==> config.mk <==
export PLATFORM = sky130hd
export DESIGN_NAME = avm_single_read_flat
export DESIGN_NICKNAME = d
export VERILOG_FILES = /design/src/rtl/sysid_boot_checker_pkg.sv /design/src/rtl/sysid_boot_checker_if.sv /design/src/rtl/sysid_boot_checker_avm_single_read.sv /design/src/flat_wrapper.sv
export SDC_FILE = /design/constraint.sdc
export NUM_CORES = 1
export LEC_CHECK = 0
export CELL_PAD_IN_SITES_DETAIL_PLACEMENT = 1
export CELL_PAD_IN_SITES_GLOBAL_PLACEMENT = 2
export CORE_MARGIN = 3
export CORE_UTILIZATION = 13
export DETAILED_ROUTE_END_ITERATION = 7
export PLACE_DENSITY_LB_ADDON = 0.05
export SLEW_MARGIN = 30
export SYNTH_ARGS = -nofsm -noshare
export SYNTH_HDL_FRONTEND = slang
export SYNTH_SLANG_ARGS = --single-unit
==> constraint.sdc <==
create_clock -name clock -period 1.46 [get_ports clock]
set_clock_uncertainty 0.2 [all_clocks]
set_input_delay 0.146 -clock clock [delete_from_list [all_inputs] [get_ports clock]]
set_output_delay 0.146 -clock clock [all_outputs]
set_load 0.02 [all_outputs]
==> src/rtl/sysid_boot_checker_pkg.sv <==
// Shared types and constants for the system-ID boot checker.
// Holds the sequencing state enum and the two sysid word addresses.
package sysid_pkg;

    localparam int   SYSID_DATA_W  = 32;
    localparam logic SYSID_ADDR_ID = 1'b0;
    localparam logic SYSID_ADDR_TS = 1'b1;

    typedef enum logic [2:0] {
        IDLE,
        REQ_ID,
        LAT_ID,
        REQ_TS,
        LAT_TS,
        EVAL,
        DONE
    } state_e;

endpackage

==> src/rtl/sysid_boot_checker_if.sv <==
// Avalon-MM read-only link between the boot checker (master) and the sysid slave.
interface sysid_boot_checker_if;
    import sysid_pkg::*;

    logic                    avm_address;
    logic                    avm_read;
    logic                    avm_waitrequest;
    logic [SYSID_DATA_W-1:0] avm_readdata;

    modport master (
        output avm_address,
        output avm_read,
        input  avm_waitrequest,
        input  avm_readdata
    );

    modport slave (
        input  avm_address,
        input  avm_read,
        output avm_waitrequest,
        output avm_readdata
    );

endinterface

==> src/rtl/sysid_boot_checker_avm_single_read.sv <==
// One Avalon-MM word read: holds the request through waitrequest (with timeout),
// then counts fixed read latency and flags the cycle readdata is valid.
module avm_single_read
    import sysid_pkg::*;
#(
    parameter int READ_LATENCY   = 1,
    parameter int TIMEOUT_CYCLES = 255
) (
    input  logic                    clock,
    input  logic                    reset,
    input  logic                    req_i,
    input  logic                    lat_i,
    input  logic                    addr_i,
    sysid_boot_checker_if.master    avm,
    output logic                    accept_o,
    output logic                    timeout_o,
    output logic                    capture_o,
    output logic [SYSID_DATA_W-1:0] data_o
);

    localparam int WAIT_W = $clog2(TIMEOUT_CYCLES + 1);

    logic [WAIT_W-1:0] wait_q, wait_d;
    logic [1:0]        lat_q, lat_d;

    // NOTE: every output of a combinational block gets a default on every path, otherwise a latch is inferred.
    always_comb begin
        avm.avm_read    = req_i;
        avm.avm_address = req_i ? addr_i : 1'b0;
        data_o          = avm.avm_readdata;
        accept_o        = req_i && !avm.avm_waitrequest;
        // The held cycle that reaches the limit is the last one with the strobe up.
        timeout_o       = req_i && avm.avm_waitrequest
                          && (wait_q == WAIT_W'(TIMEOUT_CYCLES - 1));
        capture_o       = lat_i && (lat_q == 2'(READ_LATENCY - 1));
        wait_d          = (req_i && avm.avm_waitrequest) ? wait_q + 1'b1 : '0;
        lat_d           = (lat_i && !capture_o) ? lat_q + 1'b1 : '0;
    end

    // NOTE: state registers use non-blocking assignments so every flop samples pre-edge values.
    always_ff @(posedge clock) begin
        if (reset) begin
            wait_q <= '0;
            lat_q  <= '0;
        end else begin
            wait_q <= wait_d;
            lat_q  <= lat_d;
        end
    end

endmodule

==> src/flat_wrapper.sv <==
// flat-port wrapper written by rule: the top's interface ports become plain ports
module avm_single_read_flat import sysid_pkg::*;
#(
    parameter int READ_LATENCY   = 1,
    parameter int TIMEOUT_CYCLES = 255
)
  (clock, reset, req_i, lat_i, addr_i, accept_o, timeout_o, capture_o, data_o, avm_avm_address, avm_avm_read, avm_avm_waitrequest, avm_avm_readdata);
  sysid_boot_checker_if avm_i ();
  input  logic clock;
  input  logic reset;
  input  logic req_i;
  input  logic lat_i;
  input  logic addr_i;
  output logic accept_o;
  output logic timeout_o;
  output logic capture_o;
  output logic [SYSID_DATA_W-1:0] data_o;
  output wire logic [$bits(avm_i.avm_address)-1:0] avm_avm_address;
  output wire logic [$bits(avm_i.avm_read)-1:0] avm_avm_read;
  input wire logic [$bits(avm_i.avm_waitrequest)-1:0] avm_avm_waitrequest;
  input wire logic [$bits(avm_i.avm_readdata)-1:0] avm_avm_readdata;
  assign avm_avm_address = avm_i.avm_address;
  assign avm_avm_read = avm_i.avm_read;
  assign avm_i.avm_waitrequest = avm_avm_waitrequest;
  assign avm_i.avm_readdata = avm_avm_readdata;
  avm_single_read #(.READ_LATENCY(READ_LATENCY), .TIMEOUT_CYCLES(TIMEOUT_CYCLES)) u_core (.clock(clock), .reset(reset), .req_i(req_i), .lat_i(lat_i), .addr_i(addr_i), .avm(avm_i), .accept_o(accept_o), .timeout_o(timeout_o), .capture_o(capture_o), .data_o(data_o));
endmodule
* Word level (Yosys, flattened, before mapping)
Cells that the tools add are included.
** Word-level totals
- Register bits :: 10
- Logic and storage cells :: 18
- Output and inout port bits :: 37
** Cells by class
- Muxes and demuxes :: 1
- Add/subtract/negate cells :: 2
- Bitwise gates (word level) :: 2
- Reduce and logical (&&, ||, !) cells :: 10
- Equal/unequal tests :: 1
** Operators with widths (number)
- adder 8 x 1 -> 8 bit, second input constant :: 1
- equality test 8 bit, second input constant :: 1
- logical AND 1 bit :: 5
- OR reduction 2 bit :: 2
- adder 2 x 1 -> 2 bit, second input constant :: 1
- zero test 1 bit :: 2
- zero test 2 bit :: 1
- inverter 1 bit :: 2
- 2-to-1 mux 1 bit :: 1

* Logic depth before layout (Yosys ltp)
- Depth after elaboration :: 6
- Depth in mapped cells :: 4

* Worst setup path after synthesis
OpenSTA, ideal clock, no wires.
- Path kind :: register to output
- Start :: register u_core.wait_q[0]
- End :: output timeout_o
- Cell stages (with the launch flop) :: 5
- Arrival :: 1036 ps
- Path buffers :: 0
- Setup slack :: 78 ps
- Cells stage by stage :: dfxtp_1 > inv_1 > ha_1 > nand3_1 > nor3_1
** On the way
- Cells in the longest elaborated chain, start to end :: 2
** Ends and longest elaborated chain
- start, declared :: RTL line sysid_boot_checker_avm_single_read.sv:23 : logic [WAIT_W-1:0] wait_q, wait_d;
- start signal, assigned :: RTL line sysid_boot_checker_avm_single_read.sv:46 : wait_q <= wait_d;
- equality test 8 bit :: RTL line sysid_boot_checker_avm_single_read.sv:34 : && (wait_q == WAIT_W'(TIMEOUT_CYCLES - 1));
- logical AND 1 bit :: RTL line sysid_boot_checker_avm_single_read.sv:34
- end, declared :: RTL line flat_wrapper.sv:15 : output logic timeout_o;
No other way between the ends.

* Worst setup path in the final report
Ends and elaborated chain as after synthesis.

==> results by group <==
Yosys
  – Synth warn: 0
  – Main combinational cell family by area after synthesis: buffers and inverters
  – Synth top area cells: buf_4, dfxtp_1, ha_1
  – Synth area leader: buf_4
  – Syn_nets: 123
  – Syn Inst Count: 82
  – Register area share after synthesis: 0.289
  – Synth Area in Compound Gates: 0.0434
  – Unique masters post-synth: 21
  – Seq cells post-synth: 10
  – Yosys top cell area share: 0.358
  – Post-synthesis xor/xnor area fraction: 0.0380
  – Multiplexer share of the synthesized area: 0
  – Simple-gate share of the synthesized area: 0.195
  – Synthesized area per cell: 8.44 um^2
  – Post-Synth Adder-Cell Area: 0.0542
  – Post-Syn Area: 692 um^2

Clock tree
  – H-tree depth: 1
  – Cts bufs inserted: 3
  – CTS max path bufs: 2
  – Clk_lat worst skew: 0.23 ns
  – Root Driver: clkbuf_8
  – Clock sinks: 10
  – Post-CTS Repair Setup Buffers: 0
  – CTS tree: yes
  – Worst-path clk slew: 0.05 ns

Floorplanning
  – Starting Density: 0.140
  – Die ar.: 0.00623 mm^2
  – Die Wd: 79.0 um
  – FP Rows: 25
  – I/O Pins: 75
  – Total core area: 0.00494 mm^2
  – Die height: 79.0 um

Critical path
  – Critical path arrival: 1.11 ns
  – CP cell instances: inv_2 -> ha_4 -> nand3_2 -> nor3_2 -> buf_4
  – Critical path class: register to primary output
  – CP max FO: 2
  – Worst path slowest cell: dfxtp_2
  – Worst Setup End Kind: primary output
  – Crit path required time: 1.11 ns
  – Critical path's largest stage delay: 0.32 ns
  – Setup crit start kind: register

Final layout
  – Share of cells above drive strength 1: 0.425
  – Diode count: 0
  – Non-Filler Instances: 140
  – Most frequent cells in the layout: buf_4, dfxtp_1, nor2_1, clkdlybuf4s50_1, dfxtp_2
  – Area of the multi-input gates: 267 um^2
  – Commonest non-fill, non-tap cell in the layout: buf_4
  – Fillcell total: 609
  – Area grow syn2layout: 14.3%
  – Final core occ: 0.160
  – Register area: 205 um^2
  – Fin nets: 116

Placed design
  – Port bufs: 10
  – Dpl ws: -0.425 ns
  – Placed Cells: 137
  – Hpwl dp: 1170 um
  – GP Congestion: 0.587

Detailed routing
  – DRC: 0
  – Vias per inst: 3.15
  – DRT Wirelength: 1430 um
  – Starting DRT DRC Count: 3
  – Post-route ant nets: 0
  – Wirelength per Cell: 10.2 um
  – Via Count: 441
  – Initial DRT Pass Iterations: 3

Global routing
  – Vias in the first global route: 487
  – Initial antenna violation count: 0
  – Largest net degree at the start of global routing: 9
  – Total congestion overflow: 0
  – GR Util All Layers: 0.0501
  – First-pass GRT wire length: 2360 um

Power and ir drop
  – Comb power frac: 0.084
  – Max IR drop VDD: 0.000318 V
  – P_sw: 0.132 mW
  – Cell Pwr Density: 780 mW/mm^2
  – Flop pwr share: 0.448
  – Leak: 0.276 nW
  – Pint: 0.485 mW
  – Clock power share: 0.468
  – Switch share: 0.214

Timing
  – Tmin final: 1.46 ns
  – F_max: 686 MHz
  – Fin crit share: 0.998
  – Final Hold Viols: 0
  – Pins Over Slew Limit: 0
  – Hold WS: 0.0920 ns
  – Final worst slack: 0.00333 ns
  – Slew at the pin closest to its max-slew limit: 0.230 ns
  – RSZ-0062 raised after global routing: true
  – Final setup fails: 0
  – Setup TNS: 0 ns
  – Slew headroom: 0.845

Min path
  – Min-Delay Path Class: input port to primary output

Job
  – Max Cap Viol: 0

Status
  – Status: complete, no violations
## path summary, 6_finish.rpt
check | startpoint | end | depth (start not counted) | slack [ns]
hold reg to reg | u_core.lat_q[0] | u_core.lat_q[0] | 1 | 0.20
setup / recovery | u_core.wait_q[0] | timeout_o | 5 | 0.003
setup reg to reg | u_core.wait_q[1] | u_core.wait_q[6] | 5 | 0.11
hold / removal | avm_avm_readdata[0] | data_o[0] | 0 | 0.09
## critical path, delay by kind of cell (launching register included)
kind | cells | cell delay [ns]
adder cells (fa/ha/maj) | 1 | 0.12
AND/OR/NAND/NOR | 2 | 0.23
buffers and inverters | 2 | 0.22
flip-flops | 1 | 0.32
## flip-flops by register name, indices dropped and copies added (netlist names)
name / cells
u_core.lat_q: 2
u_core.wait_q: 8
## stage by stage
| step | power (mW) | area [um^2] |
|---|---|---|
| 4_1_cts | 0.639 | 749 |
| 5_1_grt | 0.662 | 791 |
| 6_report | 0.617 | 791 |
| 2_1_floorplan | 0.429 | 692 |
| 3_3_place_gp | 0.337 | 714 |
| 3_5_place_dp | 0.335 | 714 |
## kinds of logic after synthesis
| group | after synthesis |
|---|---|
| buf+inv | 37 |
| simple gates | 23 |
| fa+ha+maj | 3 |
| xor+xnor | 3 |
| flops | 10 |
| compound gates | 6 |
## power groups by stage
stage          combinational [mW]  sequential (mW)  clock, mW
2_1_floorplan               0.147            0.282          0
3_3_place_gp               0.0554            0.281          0
3_5_place_dp               0.0538            0.281          0
4_1_cts                    0.0505            0.275      0.313
5_1_grt                    0.0561            0.276      0.330
6_report                   0.0516            0.276      0.289
## cell usage after synthesis
master	number
a21oi_1	3
and2_1	2
buf_4	33
clkbuf_1	1
dfxtp_1	10
ha_1	3
inv_1	3
nand2_1	3
nand3_1	3
nand3_2	1
nand4_2	1
nor2_1	5
nor2b_1	1
nor3_1	1
nor4b_1	1
nor4bb_1	1
o21ai_0	3
or2_2	1
or3_1	3
xnor2_1	1
xor2_1	2
## routing by layer
layer  GRT usage  wire length (um)
met3      0.0329               139
met1      0.0529               545
met5           0                 0
met2      0.0798               716
met4      0.0189                29
## area by class of cell
class / instances / area share
clock buffers: 3 / 0.0522
inverters: 3 / 0.0142
multi-input cells: 35 / 0.337
flip-flops and latches: 10 / 0.259
well taps: 67 / 0.106
repair buffers: 22 / 0.231
## what timing repair did
item	4_1_cts	5_1_grt
hold buffers	0	0
gates resized for setup	16	14
cloned	0	0
pin swaps	0	4
setup endpoints to repair	5	5
No activity file was read; power rests on OpenSTA's default activity.
